File: src/rtl/pong_pkg.sv
// pong_pkg: shared constants and types for the keyboard front end of the pong
// controller.
//   - Key codes recognised by key_decoder.
//   - FSM state encoding for the escape-sequence tracker.
//   - Packed struct that bundles the single-cycle command pulses.
package pong_pkg;

  localparam int BYTE_W = 8;

  // Key codes (ASCII / ANSI CSI arrow keys)
  localparam logic [BYTE_W-1:0] KEY_ESC        = 8'h1B;
  localparam logic [BYTE_W-1:0] KEY_CSI        = 8'h5B;  // '[' after ESC
  localparam logic [BYTE_W-1:0] KEY_ARROW_UP   = 8'h41;  // 'A' after ESC [
  localparam logic [BYTE_W-1:0] KEY_ARROW_DOWN = 8'h42;  // 'B' after ESC [
  localparam logic [BYTE_W-1:0] KEY_SPACE      = 8'h20;
  localparam logic [BYTE_W-1:0] KEY_W_UC       = 8'h57;
  localparam logic [BYTE_W-1:0] KEY_W_LC       = 8'h77;
  localparam logic [BYTE_W-1:0] KEY_S_UC       = 8'h53;
  localparam logic [BYTE_W-1:0] KEY_S_LC       = 8'h73;
  localparam logic [BYTE_W-1:0] KEY_P_UC       = 8'h50;
  localparam logic [BYTE_W-1:0] KEY_P_LC       = 8'h70;

  // Escape-sequence tracker states
  localparam logic [1:0] ST_IDLE = 2'd0;
  localparam logic [1:0] ST_ESC  = 2'd1;
  localparam logic [1:0] ST_CSI  = 2'd2;

  // One bit per command pulse; at most one bit is ever set.
  typedef struct packed {
    logic bad_seq;
    logic start;
    logic p2_down;
    logic p2_up;
    logic p1_down;
    logic p1_up;
  } pulses_t;

endpackage

File: src/rtl/key_decoder_if.sv
// key_decoder_if: byte stream from the serial receiver plus the decoded
// command outputs.
//   rx_data  [7:0] received byte, valid while rx_ready is high
//   rx_ready       receiver level, high one or more cycles per byte
//   p1_up, p1_down, p2_up, p2_down, start, bad_seq  single-cycle pulses
//   paused         pause state level (LED)
// Modports: master = byte source / command sink, slave = decoder.
interface key_decoder_if;
  import pong_pkg::*;

  logic [BYTE_W-1:0] rx_data;
  logic              rx_ready;
  logic              p1_up;
  logic              p1_down;
  logic              p2_up;
  logic              p2_down;
  logic              start;
  logic              paused;
  logic              bad_seq;

  modport master (
    output rx_data, rx_ready,
    input  p1_up, p1_down, p2_up, p2_down, start, paused, bad_seq
  );

  modport slave (
    input  rx_data, rx_ready,
    output p1_up, p1_down, p2_up, p2_down, start, paused, bad_seq
  );
endinterface

File: src/rtl/edge_rise.sv
// edge_rise: one-cycle pulse on a rising edge of i_in.
//   i_clk    system clock
//   i_reset  synchronous active-high reset
//   i_in     level input
//   o_pulse  high in the cycle where i_in=1 and the registered i_in=0
// A level that is already high across reset release is not treated as a new
// edge: detection re-arms only after i_in has been seen low.
module edge_rise (
  input  logic i_clk,
  input  logic i_reset,
  input  logic i_in,
  output logic o_pulse
);

  logic r_prev;
  logic r_armed;

  always_ff @(posedge i_clk) begin
    if (i_reset) begin
      r_prev  <= 1'b0;
      // Arm immediately if the line is low during reset so a byte arriving
      // on the first cycle after release is not lost.
      r_armed <= ~i_in;
    end else begin
      r_prev <= i_in;
      if (!i_in) begin
        r_armed <= 1'b1;
      end
    end
  end

  assign o_pulse = i_in & ~r_prev & r_armed;

endmodule

File: src/rtl/key_decoder.sv
// key_decoder: turns keyboard bytes into pong commands.
//   i_clk    system clock
//   i_reset  synchronous active-high reset
//   bus      key_decoder_if.slave (rx_data/rx_ready in, command pulses and
//            paused level out)
// Parameter TIMEOUT_CYCLES bounds the gap between bytes of an escape
// sequence; the sequence is abandoned with bad_seq when the counter reaches
// TIMEOUT_CYCLES-1.
//
// state    | meaning
// ---------+-------------------------------------------------------
// ST_IDLE  | plain keys decoded; counter held at 0
// ST_ESC   | ESC seen, waiting for '['
// ST_CSI   | ESC [ seen, waiting for arrow code 'A' / 'B'
module key_decoder #(
  parameter int TIMEOUT_CYCLES = 50000
) (
  input  logic          i_clk,
  input  logic          i_reset,
  key_decoder_if.slave  bus
);
  import pong_pkg::*;

  localparam int CW = (TIMEOUT_CYCLES > 1) ? $clog2(TIMEOUT_CYCLES) : 1;
  localparam logic [CW-1:0] CNT_LAST = CW'(TIMEOUT_CYCLES - 1);

  logic [1:0]        r_state;
  logic [CW-1:0]     r_cnt;
  logic              r_paused;
  pulses_t           r_pulse;

  logic              w_accept;
  logic [BYTE_W-1:0] w_rx;
  logic [CW-1:0]     w_cnt_inc;
  logic              w_timeout;
  logic [1:0]        w_state_nxt;
  logic              w_paused_nxt;
  logic              w_cnt_clr;
  pulses_t           w_pulse;

  edge_rise u_edge_rise (
    .i_clk   (i_clk),
    .i_reset (i_reset),
    .i_in    (bus.rx_ready),
    .o_pulse (w_accept)
  );

  assign w_rx      = bus.rx_data;
  assign w_cnt_inc = r_cnt + 1'b1;
  // Expires on the edge where the counter would reach CNT_LAST.
  assign w_timeout = (r_state != ST_IDLE) && (w_cnt_inc == CNT_LAST);

  always_comb begin
    w_state_nxt  = r_state;
    w_paused_nxt = r_paused;
    w_cnt_clr    = 1'b0;
    w_pulse      = '0;

    case (r_state)
      ST_IDLE: begin
        if (w_accept) begin
          if (w_rx == KEY_W_LC || w_rx == KEY_W_UC) begin
            w_pulse.p1_up = 1'b1;
          end else if (w_rx == KEY_S_LC || w_rx == KEY_S_UC) begin
            w_pulse.p1_down = 1'b1;
          end else if (w_rx == KEY_SPACE) begin
            w_pulse.start = 1'b1;
          end else if (w_rx == KEY_P_LC || w_rx == KEY_P_UC) begin
            w_paused_nxt = ~r_paused;
          end else if (w_rx == KEY_ESC) begin
            w_state_nxt = ST_ESC;
            w_cnt_clr   = 1'b1;
          end
        end
      end

      ST_ESC: begin
        // An accepted byte always wins over a coincident timeout.
        if (w_accept) begin
          if (w_rx == KEY_CSI) begin
            w_state_nxt = ST_CSI;
            w_cnt_clr   = 1'b1;
          end else if (w_rx == KEY_ESC) begin
            w_pulse.bad_seq = 1'b1;
            w_cnt_clr       = 1'b1;
          end else begin
            w_pulse.bad_seq = 1'b1;
            w_state_nxt     = ST_IDLE;
          end
        end else if (w_timeout) begin
          w_pulse.bad_seq = 1'b1;
          w_state_nxt     = ST_IDLE;
        end
      end

      ST_CSI: begin
        if (w_accept) begin
          w_state_nxt = ST_IDLE;
          if (w_rx == KEY_ARROW_UP) begin
            w_pulse.p2_up = 1'b1;
          end else if (w_rx == KEY_ARROW_DOWN) begin
            w_pulse.p2_down = 1'b1;
          end else if (w_rx == KEY_ESC) begin
            // A fresh ESC restarts tracking rather than being swallowed.
            w_pulse.bad_seq = 1'b1;
            w_state_nxt     = ST_ESC;
            w_cnt_clr       = 1'b1;
          end else begin
            w_pulse.bad_seq = 1'b1;
          end
        end else if (w_timeout) begin
          w_pulse.bad_seq = 1'b1;
          w_state_nxt     = ST_IDLE;
        end
      end

      default: begin
        w_state_nxt = ST_IDLE;
      end
    endcase

    // Paddle motion is frozen while paused; everything else keeps running.
    if (r_paused) begin
      w_pulse.p1_up   = 1'b0;
      w_pulse.p1_down = 1'b0;
      w_pulse.p2_up   = 1'b0;
      w_pulse.p2_down = 1'b0;
    end
  end

  always_ff @(posedge i_clk) begin
    if (i_reset) begin
      r_state  <= ST_IDLE;
      r_cnt    <= '0;
      r_paused <= 1'b0;
      r_pulse  <= '0;
    end else begin
      r_state  <= w_state_nxt;
      r_paused <= w_paused_nxt;
      r_pulse  <= w_pulse;
      if (w_state_nxt == ST_IDLE || w_cnt_clr) begin
        r_cnt <= '0;
      end else if (r_cnt != CNT_LAST) begin
        r_cnt <= w_cnt_inc;
      end
    end
  end

  assign bus.p1_up   = r_pulse.p1_up;
  assign bus.p1_down = r_pulse.p1_down;
  assign bus.p2_up   = r_pulse.p2_up;
  assign bus.p2_down = r_pulse.p2_down;
  assign bus.start   = r_pulse.start;
  assign bus.bad_seq = r_pulse.bad_seq;
  assign bus.paused  = r_paused;

endmodule

File: src/flat_wrapper.sv
// flat-port wrapper written by rule: the top's interface ports become plain ports
module key_decoder_flat import pong_pkg::*;
#(
  parameter int TIMEOUT_CYCLES = 50000
)
  (i_clk, i_reset, bus_rx_data, bus_rx_ready, bus_p1_up, bus_p1_down, bus_p2_up, bus_p2_down, bus_start, bus_paused, bus_bad_seq);
  key_decoder_if bus_i ();
  input  logic i_clk;
  input  logic i_reset;
  input wire logic [$bits(bus_i.rx_data)-1:0] bus_rx_data;
  input wire logic [$bits(bus_i.rx_ready)-1:0] bus_rx_ready;
  output wire logic [$bits(bus_i.p1_up)-1:0] bus_p1_up;
  output wire logic [$bits(bus_i.p1_down)-1:0] bus_p1_down;
  output wire logic [$bits(bus_i.p2_up)-1:0] bus_p2_up;
  output wire logic [$bits(bus_i.p2_down)-1:0] bus_p2_down;
  output wire logic [$bits(bus_i.start)-1:0] bus_start;
  output wire logic [$bits(bus_i.paused)-1:0] bus_paused;
  output wire logic [$bits(bus_i.bad_seq)-1:0] bus_bad_seq;
  assign bus_i.rx_data = bus_rx_data;
  assign bus_i.rx_ready = bus_rx_ready;
  assign bus_p1_up = bus_i.p1_up;
  assign bus_p1_down = bus_i.p1_down;
  assign bus_p2_up = bus_i.p2_up;
  assign bus_p2_down = bus_i.p2_down;
  assign bus_start = bus_i.start;
  assign bus_paused = bus_i.paused;
  assign bus_bad_seq = bus_i.bad_seq;
  key_decoder #(.TIMEOUT_CYCLES(TIMEOUT_CYCLES)) u_core (.i_clk(i_clk), .i_reset(i_reset), .bus(bus_i));
endmodule
File: config.mk
export PLATFORM = sky130hd
export DESIGN_NAME = key_decoder_flat
export DESIGN_NICKNAME = d
export VERILOG_FILES = /design/src/rtl/pong_pkg.sv /design/src/rtl/key_decoder_if.sv /design/src/rtl/edge_rise.sv /design/src/rtl/key_decoder.sv /design/src/flat_wrapper.sv
export SDC_FILE = /design/constraint.sdc
export NUM_CORES = 1
export LEC_CHECK = 0
export ABC_AREA = 1
export CORE_AREA = 2 2 57 59
export DETAILED_ROUTE_END_ITERATION = 8
export DIE_AREA = 0 0 59 61
export PLACE_DENSITY_LB_ADDON = 0.3
export RECOVER_POWER = 25
export SYNTH_ARGS = -nofsm -noshare
export SYNTH_HDL_FRONTEND = slang
export SYNTH_SLANG_ARGS = --single-unit
export TNS_END_PERCENT = 10
File: constraint.sdc
create_clock -name i_clk -period 3.34 [get_ports i_clk]
set_clock_uncertainty 0.2 [all_clocks]
set_input_delay 0.501 -clock i_clk [delete_from_list [all_inputs] [get_ports i_clk]]
set_output_delay 0.501 -clock i_clk [all_outputs]
set_load 0.01 [all_outputs]
==> results.py, run 1 <==
metrics = {
    "yosys": {
        "synth_ff_type": "dfxtp_1",
        "async_flop_share_pct": 0,
        "synth.area.top_cells": "dfxtp_1 30%, nand2_1 10%, inv_1 8.9%",
        "ys_seq_area_share_pct": 31.2,
        "synth_area_mm2": 0.00176,
        "synth-edff-count": 1,
        "synth_most_common_cell": "nand2_1",
        "synth_top_area_share_pct": 29.5,
        "ys_warn_count": 0,
        "yosys.area.top_type": "dfxtp_1",
        "synth_cell_types": 31,
        "synth_cells": 252,
        "syn_avg_cell_area_um2": 7.00,
        "ys_ff_latch": 27,
        "synthTopCellsByCount": "47 x nand2_1, 42 x inv_1, 28 x nor2_1",
        "synth.net_count": 269,
    },
    "power_and_ir_drop": {
        "p_clk_share_pct": 26.6,
        "ir_drop_uv": 207,
        "sw_frac_of_total_pct": 21.1,
        "internal_power_mw": 0.388,
        "power_frac_seq_pct": 66.4,
        "comb_power_share_pct": 7.0,
        "switching_power_mw": 0.104,
        "leakagePower_nw": 0.767,
        "power_density_mw_per_mm2": 247,
    },
    "floorplanning": {
        "start_util_pct": 59.7,
        "dieArea_mm2": 0.00360,
        "dieHeight_um": 61,
        "io_pins": 18,
        "die_x_um": 59,
        "rows": 20,
        "core_area_mm2": 0.00295,
    },
    "setup_path": {
        "crit_family": "simple AND/OR/NAND/NOR gates",
        "crit_arrival_ns": 2.53,
        "cp_max_fo": 16,
        "rrSetupSlack_ns": 0.82,
        "r2r_start": "u_core.r_state[1]",
        "end_kind": "register",
        "worstRegToRegCells": 18,
        "r2r-end": "u_core.r_cnt[6]",
        "crit_start": "u_core.r_state[1]",
        "crit_type": "register to register",
        "slowest_stage": "dfxtp_1",
        "cp_cell_sequence": "inv_1 > ha_1 > inv_1 > nand3_1 > nor2_1 > nand3_1 > nor2_1 > nand2_1 > nor2_2 > nand2_2 > nand3_1 > nand2_1 > inv_1 > nand2_1 > nand2_2 > nand2_2 > nand2_4 > nor2_1",
        "cp.depth": 18,
        "slowest_delay_ns": 0.42,
        "cp-endpoint": "u_core.r_cnt[6]",
        "path_buf_inv": 3,
        "cp_data_required_time_ns": 3.35,
        "worstSetupStartpointType": "register",
    },
    "detailed_routing": {
        "drtIter0Drc": 64,
        "vias": 1564,
        "routed_wl_um": 3290,
        "first_pass_iters": 4,
        "wl_per_cell_um": 10.7,
        "route.detailed.drc": 0,
        "antenna_left": 0,
        "via_per_inst": 5.11,
    },
    "clock_tree": {
        "path_clk_slew_ns": 0.13,
        "clockBufferDepth": 2,
        "cts_setup_buffers": 0,
        "clkSinkCount": 27,
        "clk_latency_ns": 0.31,
        "cts-hold-fix-buffers": 0,
        "cts_resized": 0,
        "h-tree-depth": 1,
        "cts_tree": "yes",
        "cts_root_buf": "clkbuf_4",
        "cts_made_buffers": 3,
    },
    "job": {
        "timing.max_cap.violations": 0,
    },
    "sta": {
        "fmax_mhz": 396,
        "setup_viol": 0,
        "fin_crit_sh_pct": 75.6,
        "final.min_clock_period_ns": 2.52,
        "tightest_slew_ns": 0.841,
        "slew_viol_final": 0,
        "timing.hold.ws_ns": 0.349,
        "timing.setup.tns_ns": 0,
        "slew_headroom_pct": 43.4,
        "rsz0062_at_grt": "false",
        "finalHoldViolations": 0,
    },
    "final_layout": {
        "synthToLayoutAreaGrowth_pct": 12.6,
        "n_antenna_cell": 0,
        "fin_cells": 306,
        "final_nets": 291,
        "design_area_mm2": 0.00199,
        "layout-drive-gt1-share_pct": 15.8,
    },
    "placed_design": {
        "portBuffers": 17,
        "placed_area_mm2": 0.00196,
        "place_inst": 302,
        "gp_congestion": 0.921,
        "hpwlAfterDp_um": 2680,
    },
    "global_route": {
        "grt_usage_pct": 19.5,
        "grt_pass1_vias": 1294,
        "grt_max_degree": 17,
        "grt_antenna_before_repair": 0,
        "grt_overflow": 0,
        "grt_pass1_wl_um": 5350,
    },
    "outcome": {
        "outcome": "completed",
    },
    "min_path": {
        "min_path_type": "register to register",
        "holdPathStages": 2,
    },
}
-- per-stage QoR --
stage | setup WS, ns | utilization [%] | total power, mW
6_report | 0.816 | 67.3 | 0.491
5_1_grt | 0.582 | 67.3 | 0.518
4_1_cts | 0.828 | 67.4 | 0.501
3_5_place_dp | 0.620 | 66.5 | 0.368
3_3_place_gp | 0.655 | 66.5 | 0.368
2_1_floorplan | 1.16 | - | 0.349
-- worst min path at each step --
stage | startpoint | slack [ns] | end
2_1_floorplan | u_core.bus.paused | 0.32 | u_core.bus.paused
3_3_place_gp | u_core.bus.paused | 0.31 | u_core.bus.paused
3_5_place_dp | u_core.bus.paused | 0.34 | u_core.bus.paused
4_1_cts | u_core.bus.paused | 0.36 | u_core.bus.paused
5_1_grt | u_core.bus.paused | 0.40 | u_core.bus.paused
6_report | u_core.bus.paused | 0.35 | u_core.bus.paused
-- final cells by class --
type	instances	area, um^2
inverters	44	165
fillers	267	966
well taps	33	41.3
clock buffers	4	26.3
repair buffers	18	178
multi-input cells	180	1030
flip-flops and latches	27	551
-- registers in the layout, indices dropped and copies added (netlist names) --
name,cells
u_core.bus.p2_down,1
u_core.bus.p2_up,1
u_core.r_cnt,16
u_core.bus.p1_up,1
u_core.r_state,2
u_core.u_edge_rise.r_prev,1
u_core.bus.paused,1
u_core.u_edge_rise.r_armed,1
u_core.bus.p1_down,1
u_core.bus.bad_seq,1
u_core.bus.start,1
-- placed cells by master (no fill, tap or decap), drive strengths merged --
master         instances
dfxtp                 26
xor2                   3
nand3b                 1
buf                    1
a22oi                  1
nand2                 62
o211ai                 2
nor2                  48
clkdlybuf4s50         13
o41ai                  1
nand3                 19
o21ai                  7
nor3                   3
edfxtp                 1
ha                     6
nor4                   5
dlygate4sd3            4
xnor2                  1
inv                   44
clkbuf                 4
a21boi                 1
a21oi                  3
nand4                 14
a31oi                  2
or2                    1
-- routing by layer --
layer / track usage, % / up-vias / part of all wire, %
met5: 0 / - / 0
met4: 7.47 / 0 / 1.3
met3: 1.92 / 4 / 4.5
met2: 33.7 / 35 / 48
met1: 25.2 / 673 / 47
li1: - / 852 / -
-- kinds of logic (layout without fill, tap and decap cells) --
family	count (synthesis)	count (layout)	share of synthesized area, %
AOI/OAI and AO/OA	17	17	5.74
xor gates and xnor gates	4	4	1.99
adders and majority gates	6	6	4.26
buffers and inverters	45	66	10.5
DFF	27	27	31.2
and+or+nand+nor	153	153	46.3
-- tightest hold or removal path, stage by stage, from the launching register on --
cell and delay, ns:
dfxtp_1 0.34, inv_1 0.10, a21oi_1 0.07
-- power groups by stage --
stage / registers (mW) / clock network (mW) / logic [mW]
global route: 0.327 / 0.154 / 0.0376
global placement: 0.334 / 0 / 0.0345
CTS: 0.327 / 0.140 / 0.0349
finish: 0.326 / 0.131 / 0.0342
detailed placement: 0.334 / 0 / 0.0348
floorplan: 0.334 / 0 / 0.0152
(Power assumes the default switching activity.)
==> inputs of run 2 (changes only) <==
CORE_AREA = 2 2 60 62   (was 2 2 57 59)
DIE_AREA = 0 0 62 64   (was 0 0 59 61)
clock period = 2.5 ns   (was 3.34 ns; I/O delays follow)
==> results.py, run 2 (synthesized netlist as in run 1, its figures left out) <==
metrics = {
    "sta": {
        "fin_crit_sh_pct": 93.2,
        "slew_viol_final": 0,
        "setup_viol": 0,
        "finalHoldViolations": 0,
        "tightest_slew_ns": 0.873,
        "final.min_clock_period_ns": 2.33,
        "slew_headroom_pct": 41.5,
        "setup_slack_ns": 0.170,
        "fmax_mhz": 429,
    },
    "final_layout": {
        "multi_input_comb_area_mm2": 0.00109,
        "layout-drive-gt1-share_pct": 24.4,
        "layout_commonest_cell": "nand2_1",
        "synthToLayoutAreaGrowth_pct": 23.0,
        "reg.largest.list": "u_core.r_cnt: 16 flops, u_core.r_state: 2 flops",
        "largest_register_ffs": 16,
        "fill_cells": 300,
        "final_nets": 305,
        "n_antenna_cell": 0,
        "mostFrequentLayoutCells": "44 x nand2_1, 41 x inv_1, 27 x nor2_1, 23 x dfxtp_1, 16 x nand3_1",
        "top_register": "u_core.r_cnt",
        "seqCellArea_um2": 554,
    },
    "detailed_routing": {
        "first_pass_iters": 4,
        "vias": 1661,
        "routed_wl_um": 3720,
        "via_per_inst": 4.99,
        "drtIter0Drc": 135,
        "met3_length_um": 102,
        "antenna_left": 0,
        "routed-wl-met2_um": 1980,
        "wl_per_cell_um": 11.2,
        "route.detailed.drc": 0,
        "met1_length_um": 1610,
        "highest_layer": "met4",
    },
    "setup_path": {
        "cp_data_required_time_ns": 2.52,
        "crit_arrival_ns": 2.35,
        "worstSetupStartpointType": "register",
        "r2r-end": "u_core.r_cnt[1]",
        "cp-endpoint": "u_core.r_cnt[1]",
        "cp_max_fo": 8,
        "rrSetupSlack_ns": 0.17,
        "crit_start": "u_core.r_state[1]",
        "worstRegToRegCells": 18,
        "r2r_start": "u_core.r_state[1]",
        "crit_type": "register to register",
        "end_kind": "register",
    },
    "clock_tree": {
        "cts_resized": 0,
        "clk_latency_ns": 0.31,
        "h-tree-depth": 1,
        "cts-hold-fix-buffers": 0,
        "cts_root_buf": "clkbuf_4",
        "cts_made_buffers": 3,
        "path_clk_slew_ns": 0.14,
        "clockBufferDepth": 2,
        "clkSinkCount": 27,
        "cts_setup_buffers": 0,
        "cts_tree": "yes",
    },
    "power_and_ir_drop": {
        "ir_drop_uv": 208,
        "totalPowerFinal_mw": 0.673,
        "leakagePower_nw": 0.840,
        "power_density_mw_per_mm2": 310,
    },
    "placed_design": {
        "gp_congestion": 0.901,
        "portBuffers": 17,
        "dp_slack_ns": -0.0491,
        "hpwlAfterDp_um": 2860,
    },
    "min_path": {
        "min_path_type": "register to register",
        "holdPathStages": 2,
    },
    "global_route": {
        "grt_max_degree": 17,
        "grt_pass1_wl_um": 5890,
        "grt_antenna_before_repair": 0,
        "grt_overflow": 0,
        "grt_pass1_vias": 1494,
        "grt_usage_pct": 19.4,
    },
    "floorplanning": {
        "die_x_um": 62,
        "dieArea_mm2": 0.00397,
        "start_util_pct": 53.7,
        "dieHeight_um": 64,
        "rows": 21,
        "core_area_mm2": 0.00328,
        "io_pins": 18,
    },
    "job": {
        "timing.max_cap.violations": 0,
    },
    "outcome": {
        "outcome": "completed",
    },
}
==> run 2: cell types whose count changed in the layout (fill, tap and decap cells not counted), sizes merged <==
| cell | delta |
|---|---|
| dlygate4sd3 | +1 |
| clkdlybuf4s50 | -1 |
| nand2 | +1 |
| clkbuf | +1 |
| buf | +12 |
==> run 2: worst max-delay path, stage by stage, from the launching register on <==
cell	delay (ns)
dfxtp_2	0.35
inv_1	0.09
ha_2	0.19
inv_2	0.08
nand3_1	0.07
nor2_1	0.13
nand3_2	0.11
nor2_1	0.13
nand2_1	0.08
nor2_2	0.13
nand2_2	0.07
nand2_1	0.06
nand2_1	0.04
nand2_1	0.06
nand2_1	0.06
nand2_2	0.08
nand2_4	0.10
nand2_8	0.13
nor2_1	0.06
==> run 2: power by group <==
part,switching (mW),total (mW),internal [mW]
sequential,0.000739,0.436,0.435
combinational,0.0267,0.0539,0.0272
clock,0.121,0.183,0.0624
==> run 2: worst min path at each step <==
stage / slack (ns) / end / start
after CTS: 0.35 / u_core.bus.paused / u_core.bus.paused
after global placement: 0.32 / u_core.bus.paused / u_core.bus.paused
after global routing: 0.37 / u_core.bus.paused / u_core.bus.paused
final: 0.35 / u_core.bus.paused / u_core.bus.paused
after floorplan: 0.25 / u_core.bus.bad_seq / i_reset
after detailed placement: 0.32 / u_core.bus.paused / u_core.bus.paused
==> run 2: cell type report <==
cell class                 instances  share of cell area [%]
inverter                          44                    7.61
clock buffer                       4                    1.21
multi-input combinational        181                    50.5
timing repair buffer              31                    12.5
sequential                        27                    25.5
tap                               46                    2.65
==> run 2: metal layers <==
| layer | global-route usage [%] | vias to the layer above |
|---|---|---|
| li1 | - | 877 |
| met1 | 24.2 | 747 |
| met2 | 33.7 | 33 |
| met3 | 2.02 | 4 |
| met4 | 6.12 | 0 |
| met5 | 0 | - |
==> run 2: stage by stage <==
stage / setup TNS [ns] / hold WS [ns] / util (%) / std cells / area, um^2
global route: -0.258 / 0.370 / 66.1 / 333 / 2170
global placement: 0 / 0.315 / 63.2 / 328 / 2080
floorplan: 0 / 0.247 / - / 252 / 1760
detailed placement: -0.524 / 0.322 / 63.2 / 328 / 2080
CTS: 0 / 0.349 / 64.0 / 332 / 2100
finish: 0 / 0.348 / 66.1 / 333 / 2170
